**src/rtl/bon_mem_arbiter_if.sv**
```systemverilog
// Engine request/return handshakes and the pattern-memory read port of bon_mem_arbiter.
// master: the two engines plus the pattern memory; slave: the arbiter itself.
interface bon_mem_arbiter_if #(
    parameter int ADDR_W = 10,
    parameter int DATA_W = 10
);
    logic              req0_en;
    logic [ADDR_W-1:0] req0_addr;
    logic              req0_gnt;
    logic              req0_vld;
    logic [DATA_W-1:0] req0_data;
    logic              fin0;

    logic              req1_en;
    logic [ADDR_W-1:0] req1_addr;
    logic              req1_gnt;
    logic              req1_vld;
    logic [DATA_W-1:0] req1_data;
    logic              fin1;

    logic              mem_en;
    logic [ADDR_W-1:0] mem_addr;
    logic [DATA_W-1:0] mem_data;

    modport master (
        output req0_en, req0_addr, fin0, req1_en, req1_addr, fin1, mem_data,
        input  req0_gnt, req0_vld, req0_data, req1_gnt, req1_vld, req1_data,
        input  mem_en, mem_addr
    );

    modport slave (
        input  req0_en, req0_addr, fin0, req1_en, req1_addr, fin1, mem_data,
        output req0_gnt, req0_vld, req0_data, req1_gnt, req1_vld, req1_data,
        output mem_en, mem_addr
    );
endinterface

```
**src/rtl/bon_mem_arbiter.sv**
```systemverilog
// Round-robin sharing of one pattern-memory read port between two BON engines,
// with run sequencing (IDLE/RUN/DONE), sticky range error and saturating grant counts.
module bon_mem_arbiter #(
    parameter int DATA_W   = 10,
    parameter int ADDR_W   = 10,
    parameter int MAX_ADDR = 1023,
    parameter int CNT_W    = 16
) (
    input  logic             clk,
    input  logic             rst,
    input  logic             start,
    output logic             eng_start,
    bon_mem_arbiter_if.slave bus,
    output logic             done,
    output logic             err,
    output logic [CNT_W-1:0] gnt_cnt0,
    output logic [CNT_W-1:0] gnt_cnt1
);
    localparam logic [1:0] ST_IDLE = 2'd0;
    localparam logic [1:0] ST_RUN  = 2'd1;
    localparam logic [1:0] ST_DONE = 2'd2;

    // One extra bit so an all-ones MAX_ADDR still compares cleanly.
    localparam logic [ADDR_W:0] ADDR_LIMIT = (ADDR_W+1)'(MAX_ADDR);

    logic [1:0]        state;
    logic              fin0_seen;
    logic              fin1_seen;
    logic              last_gnt1;   // engine 1 was served last; engine 0 wins next conflict
    logic              vld_p1;
    logic              owner_p1;    // 1: the pending read belongs to engine 1
    logic              gnt0;
    logic              gnt1;
    logic              any_gnt;
    logic              fin_both;
    logic              run_entry;
    logic [ADDR_W-1:0] gnt_addr;

    function automatic logic [CNT_W-1:0] sat_inc(input logic [CNT_W-1:0] v);
        return (&v) ? v : v + 1'b1;
    endfunction

    // Round-robin grant decision and combinational pass-through to memory.
    always_comb begin
        gnt0      = (state == ST_RUN) && bus.req0_en && (!bus.req1_en || last_gnt1);
        gnt1      = (state == ST_RUN) && bus.req1_en && (!bus.req0_en || !last_gnt1);
        any_gnt   = gnt0 | gnt1;
        gnt_addr  = gnt1 ? bus.req1_addr : bus.req0_addr;
        fin_both  = (fin0_seen | bus.fin0) & (fin1_seen | bus.fin1);
        run_entry = (state == ST_IDLE) && start;
    end

    assign bus.req0_gnt  = gnt0;
    assign bus.req1_gnt  = gnt1;
    assign bus.mem_en    = any_gnt;
    assign bus.mem_addr  = any_gnt ? gnt_addr : '0;
    assign bus.req0_vld  = vld_p1 & ~owner_p1;
    assign bus.req1_vld  = vld_p1 & owner_p1;
    assign bus.req0_data = (vld_p1 && !owner_p1) ? bus.mem_data : '0;
    assign bus.req1_data = (vld_p1 && owner_p1) ? bus.mem_data : '0;
    assign eng_start     = (state == ST_RUN);
    assign done          = (state == ST_DONE);

    // Run sequencing with sticky fin capture while running.
    always_ff @(posedge clk or negedge rst) begin
        if (!rst) begin
            state     <= ST_IDLE;
            fin0_seen <= 1'b0;
            fin1_seen <= 1'b0;
        end else begin
            case (state)
                ST_IDLE: begin
                    if (start) begin
                        state     <= ST_RUN;
                        fin0_seen <= 1'b0;
                        fin1_seen <= 1'b0;
                    end
                end
                ST_RUN: begin
                    fin0_seen <= fin0_seen | bus.fin0;
                    fin1_seen <= fin1_seen | bus.fin1;
                    if (fin_both) state <= ST_DONE;
                end
                ST_DONE: begin
                    if (!start) state <= ST_IDLE;
                end
                default: state <= ST_IDLE;
            endcase
        end
    end

    // Per-run grant counters and range error, cleared when a run begins.
    always_ff @(posedge clk or negedge rst) begin
        if (!rst) begin
            gnt_cnt0 <= '0;
            gnt_cnt1 <= '0;
            err      <= 1'b0;
        end else if (run_entry) begin
            gnt_cnt0 <= '0;
            gnt_cnt1 <= '0;
            err      <= 1'b0;
        end else begin
            if (gnt0) gnt_cnt0 <= sat_inc(gnt_cnt0);
            if (gnt1) gnt_cnt1 <= sat_inc(gnt_cnt1);
            if (any_gnt && ({1'b0, gnt_addr} > ADDR_LIMIT)) err <= 1'b1;
        end
    end

    // Round-robin pointer follows every grant.
    always_ff @(posedge clk or negedge rst) begin
        if (!rst) begin
            last_gnt1 <= 1'b1;
        end else if (any_gnt) begin
            last_gnt1 <= gnt1;
        end
    end

    // ---- stage p1: read return owner, data arrives from memory this cycle ----
    // Remember who owns the read so its data is steered back one cycle later.
    always_ff @(posedge clk or negedge rst) begin
        if (!rst) begin
            vld_p1   <= 1'b0;
            owner_p1 <= 1'b0;
        end else begin
            vld_p1   <= any_gnt;
            owner_p1 <= gnt1;
        end
    end
endmodule
```
**src/flat_wrapper.sv**
```systemverilog
// flat-port wrapper written by rule: the top's interface ports become plain ports
module bon_mem_arbiter_flat 
#(
    parameter int DATA_W   = 10,
    parameter int ADDR_W   = 10,
    parameter int MAX_ADDR = 1023,
    parameter int CNT_W    = 16
)
  (clk, rst, start, eng_start, done, err, gnt_cnt0, gnt_cnt1, bus_req0_en, bus_req0_addr, bus_fin0, bus_req1_en, bus_req1_addr, bus_fin1, bus_mem_data, bus_req0_gnt, bus_req0_vld, bus_req0_data, bus_req1_gnt, bus_req1_vld, bus_req1_data, bus_mem_en, bus_mem_addr);
  bon_mem_arbiter_if #(.ADDR_W(ADDR_W), .DATA_W(DATA_W)) bus_i ();
  input  logic clk;
  input  logic rst;
  input  logic start;
  output logic eng_start;
  output logic done;
  output logic err;
  output logic [CNT_W-1:0] gnt_cnt0;
  output logic [CNT_W-1:0] gnt_cnt1;
  input wire logic [$bits(bus_i.req0_en)-1:0] bus_req0_en;
  input wire logic [$bits(bus_i.req0_addr)-1:0] bus_req0_addr;
  input wire logic [$bits(bus_i.fin0)-1:0] bus_fin0;
  input wire logic [$bits(bus_i.req1_en)-1:0] bus_req1_en;
  input wire logic [$bits(bus_i.req1_addr)-1:0] bus_req1_addr;
  input wire logic [$bits(bus_i.fin1)-1:0] bus_fin1;
  input wire logic [$bits(bus_i.mem_data)-1:0] bus_mem_data;
  output wire logic [$bits(bus_i.req0_gnt)-1:0] bus_req0_gnt;
  output wire logic [$bits(bus_i.req0_vld)-1:0] bus_req0_vld;
  output wire logic [$bits(bus_i.req0_data)-1:0] bus_req0_data;
  output wire logic [$bits(bus_i.req1_gnt)-1:0] bus_req1_gnt;
  output wire logic [$bits(bus_i.req1_vld)-1:0] bus_req1_vld;
  output wire logic [$bits(bus_i.req1_data)-1:0] bus_req1_data;
  output wire logic [$bits(bus_i.mem_en)-1:0] bus_mem_en;
  output wire logic [$bits(bus_i.mem_addr)-1:0] bus_mem_addr;
  assign bus_i.req0_en = bus_req0_en;
  assign bus_i.req0_addr = bus_req0_addr;
  assign bus_i.fin0 = bus_fin0;
  assign bus_i.req1_en = bus_req1_en;
  assign bus_i.req1_addr = bus_req1_addr;
  assign bus_i.fin1 = bus_fin1;
  assign bus_i.mem_data = bus_mem_data;
  assign bus_req0_gnt = bus_i.req0_gnt;
  assign bus_req0_vld = bus_i.req0_vld;
  assign bus_req0_data = bus_i.req0_data;
  assign bus_req1_gnt = bus_i.req1_gnt;
  assign bus_req1_vld = bus_i.req1_vld;
  assign bus_req1_data = bus_i.req1_data;
  assign bus_mem_en = bus_i.mem_en;
  assign bus_mem_addr = bus_i.mem_addr;
  bon_mem_arbiter #(.DATA_W(DATA_W), .ADDR_W(ADDR_W), .MAX_ADDR(MAX_ADDR), .CNT_W(CNT_W)) u_core (.clk(clk), .rst(rst), .start(start), .eng_start(eng_start), .bus(bus_i), .done(done), .err(err), .gnt_cnt0(gnt_cnt0), .gnt_cnt1(gnt_cnt1));
endmodule
```
**config.mk**
```make
export PLATFORM = sky130hd
export DESIGN_NAME = bon_mem_arbiter_flat
export DESIGN_NICKNAME = d
export VERILOG_FILES = /design/src/rtl/bon_mem_arbiter_if.sv /design/src/rtl/bon_mem_arbiter.sv /design/src/flat_wrapper.sv
export SDC_FILE = /design/constraint.sdc
export NUM_CORES = 1
export LEC_CHECK = 0
export CAP_MARGIN = 5
export CELL_PAD_IN_SITES_DETAIL_PLACEMENT = 2
export CELL_PAD_IN_SITES_GLOBAL_PLACEMENT = 2
export CORE_ASPECT_RATIO = 1.1
export CORE_MARGIN = 2
export CORE_UTILIZATION = 25
export DETAILED_ROUTE_END_ITERATION = 7
export PLACE_DENSITY_LB_ADDON = 0.1
export SLEW_MARGIN = 20
export SYNTH_ARGS = -nofsm -noshare
export SYNTH_HDL_FRONTEND = slang
export SYNTH_SLANG_ARGS = --single-unit
```
**constraint.sdc**
```tcl
create_clock -name clk -period 6.7 [get_ports clk]
set_input_delay 2.01 -clock clk [delete_from_list [all_inputs] [get_ports clk]]
set_output_delay 2.01 -clock clk [all_outputs]
set_load 0.1 [all_outputs]
```
==> metrics <==
HPWL after DPL 6.68 mm; clk buf depth 2; CTS sink cnt 39; drt drc 0; largest cells by area after synthesis dfrtp_1, nand2_1, a22o_1, and2_1, nand3_1; final setup TNS 0 ns; maxcap violations 0; top cell type's share of synthesized area 40.6%; drt pass-1 iters 4; R2R Path End u_core.gnt_cnt1[5]$_DFFE_PN0P_; drt wl/cell 17.9 um; RePlAce Congestion 0.712; hold violation count in the final report 0; cells on worst reg2reg path 6; PortBufs 105; Critical Path Sink Type primary output; Net Sw Power roughly 0.73 mW; layout cells sized above 1 14.1%; Clock Latency Late Sink 0.31 ns; PostCTS Resize Cnt 0; vias after detailed routing approximately 2,500; Netlist cell types 51; RSZ-0062 raised after global routing no; final net count 408; CP startpoint kind primary input; CTS Buf Count 5; final worst-path cycle share 88.1%; largest net degree at the start of global routing 40; dominant synthesized flop cell dfrtp_1; Internal Pwr Total 0.539 mW; Clock Root Buffer clkbuf_8; H-tree depth 2; vias in the first global route between 2,000 and 3,000; Comb power frac between 60% and 70%; Setup Fix Bufs, Post-CTS 0; fin crit period around 5.9 ns; CP startpoint bus_req1_en; crit path DAT 3.89 ns; FF-to-FF setup slack 4.19 ns; Clk pwr share 12.9%; R2R Path Start u_core.state[1]$_DFFE_PN0P_; Tightest Pin Transition 0.995 ns; async set-or-reset flop fraction in the synthesized netlist 100%; Placeable Area 9260 um^2; setup violation total in the final timing report 0; top cells by count, synth dfrtp_1, nand2_1, nand3_1; number of routed nets with antenna violations 0; diodes inserted 0; crit path capture bus_mem_addr[0]; Fill cells 1,038; width of the die around 96 um; Worst Path Required 4.69 ns; Total GRT Usage 17.7%; CTS clk-pin slew, worst paths 0.07 ns; # IOs 107; Crit Path Max Fanout 15; most frequent cell after synthesis dfrtp_1; 1st-iter DRT viols 45; Avg Cell Area, Syn 8.71 um^2; starting density of the core 25.3%; area grow syn2layout 53.7%; antenna violations before repair 0; pwr/cell area 353 nW/um^2; final cell count without fillers 487; synth warn 0; post-synth net total 308; placed instance count 479; sw frac 57.6%; Cell Area, Synth 2340 um^2; Flop pwr share 23.5%; status completed; Worst VDD drop 0.129 mV; Die ar. roughly 10,000 um^2; Final Skew ~0.0088 ns; Min-Delay Path Class reg2reg; FP Rows 37; Relative slew margins 33.4%; chip height 106 um; CP Class in2out; CTS tree built; Slew Limit Fails 0; Seq/Total Area, Yosys 41.7%; Vias/cell 5.18; synthesized flop and latch total 39; post-synth top area cell dfrtp_1; CTS Hold Bufs 0; Fmax 170 MHz; EDFF count, synth 0; Syn Inst Count roughly 270; final wirelength 8.72 mm; leakage 1.61 nW; area of the multi-input gates 1270 um^2; register area 977 um^2; first-pass GRT wire length approximately 14 mm; Final Core Density a little under 40%; gr ovfl total 0
-- per-layer routing --
layer | wire (um) | vias to the layer above | track usage [%]
met3 | 812 | 8 | 5.58
met4 | 128 | 0 | 5.33
li1 | - | 1185 | -
met1 | 3630 | 1238 | 21.6
met5 | 0 | - | 0
met2 | 4150 | 90 | 29.4
-- power by group through the flow --
stage	clock (mW)	combinational, mW	sequential [mW]
global placement	0	0.810	0.302
finish	0.164	0.809	0.299
global route	0.180	0.854	0.306
detailed placement	0	0.819	0.304
CTS	0.172	0.820	0.300
floorplan	0	0.539	0.357
-- sequential cells by signal, indices dropped and copies added (netlist names) --
register          flops
u_core.fin0_seen      1
u_core.fin1_seen      1
u_core.gnt_cnt0      16
u_core.gnt_cnt1      16
u_core.last_gnt1      1
u_core.owner_p1       1
u_core.state          2
u_core.vld_p1         1
-- worst max-delay path: stages --
cell             delay, ns
clkdlybuf4s50_1       0.45
nor2b_1               0.14
nand3b_2              0.35
inv_1                 0.48
a22o_1                0.27
buf_12                0.19
-- layout make-up --
cell class,count,area share (%)
flip-flops and latches,39,27.1
multi-input cells,209,35.4
well taps,117,4.07
clock buffers,7,2.12
inverters,9,0.938
clock inverters,1,0.139
repair buffers,105,30.2
-- worst min path at each step --
stage | startpoint | endpoint | cells after the start
floorplan | u_core.last_gnt1$_DFFE_PN1P_ | u_core.last_gnt1$_DFFE_PN1P_ | 2
global placement | u_core.last_gnt1$_DFFE_PN1P_ | u_core.last_gnt1$_DFFE_PN1P_ | 2
detailed placement | u_core.last_gnt1$_DFFE_PN1P_ | u_core.last_gnt1$_DFFE_PN1P_ | 2
CTS | u_core.last_gnt1$_DFFE_PN1P_ | u_core.last_gnt1$_DFFE_PN1P_ | 2
global route | u_core.last_gnt1$_DFFE_PN1P_ | u_core.last_gnt1$_DFFE_PN1P_ | 2
finish | u_core.last_gnt1$_DFFE_PN1P_ | u_core.last_gnt1$_DFFE_PN1P_ | 2
-- cell usage in the layout (no fill, tap or decap), types with 3 or more instances in the layout --
cell type        synthesis  final
nor2b_1                  4      4
nor4_1                   3      3
nand3_1                 18     18
clkbuf_8                 0      5
o21ai_0                 16     16
a31oi_1                  5      5
a22o_1                  14     14
a21o_1                   4      4
a21oi_1                 11     11
nor2_1                  15     15
mux2i_1                  4      4
nand2_1                 36     36
nand4_1                  7      7
dfrtp_1                 38     38
and2_1                  15     15
clkdlybuf4s50_1          0     71
buf_4                    3     23
and3_1                  14     14
buf_12                   0     10
or3_1                    5      5
nor3_1                   8      8
inv_1                    8      8
-- metrics by stage --
step	power (mW)	area [um^2]	hold slack (ns)	setup WS (ns)
6_report	1.27	3600	0.481	0.801
3_5_place_dp	1.12	3520	0.473	0.769
2_1_floorplan	0.896	2340	0.447	0.158
3_3_place_gp	1.11	3520	0.468	0.801
5_1_grt	1.34	3600	0.518	0.661
4_1_cts	1.29	3600	0.486	0.759
-- kinds of logic (layout without fill, tap and decap cells) --
family	after synthesis	count (layout)	synth area share (%)
buf+inv	21	122	3.95
other cells	1	1	0.160
flops	39	39	41.7
fa+ha+maj	2	2	1.07
xor+xnor	2	2	0.748
simple gates	135	135	31.3
mux	4	4	1.71
compound gates	65	65	19.3
No activity file was read; power rests on OpenSTA's default activity.
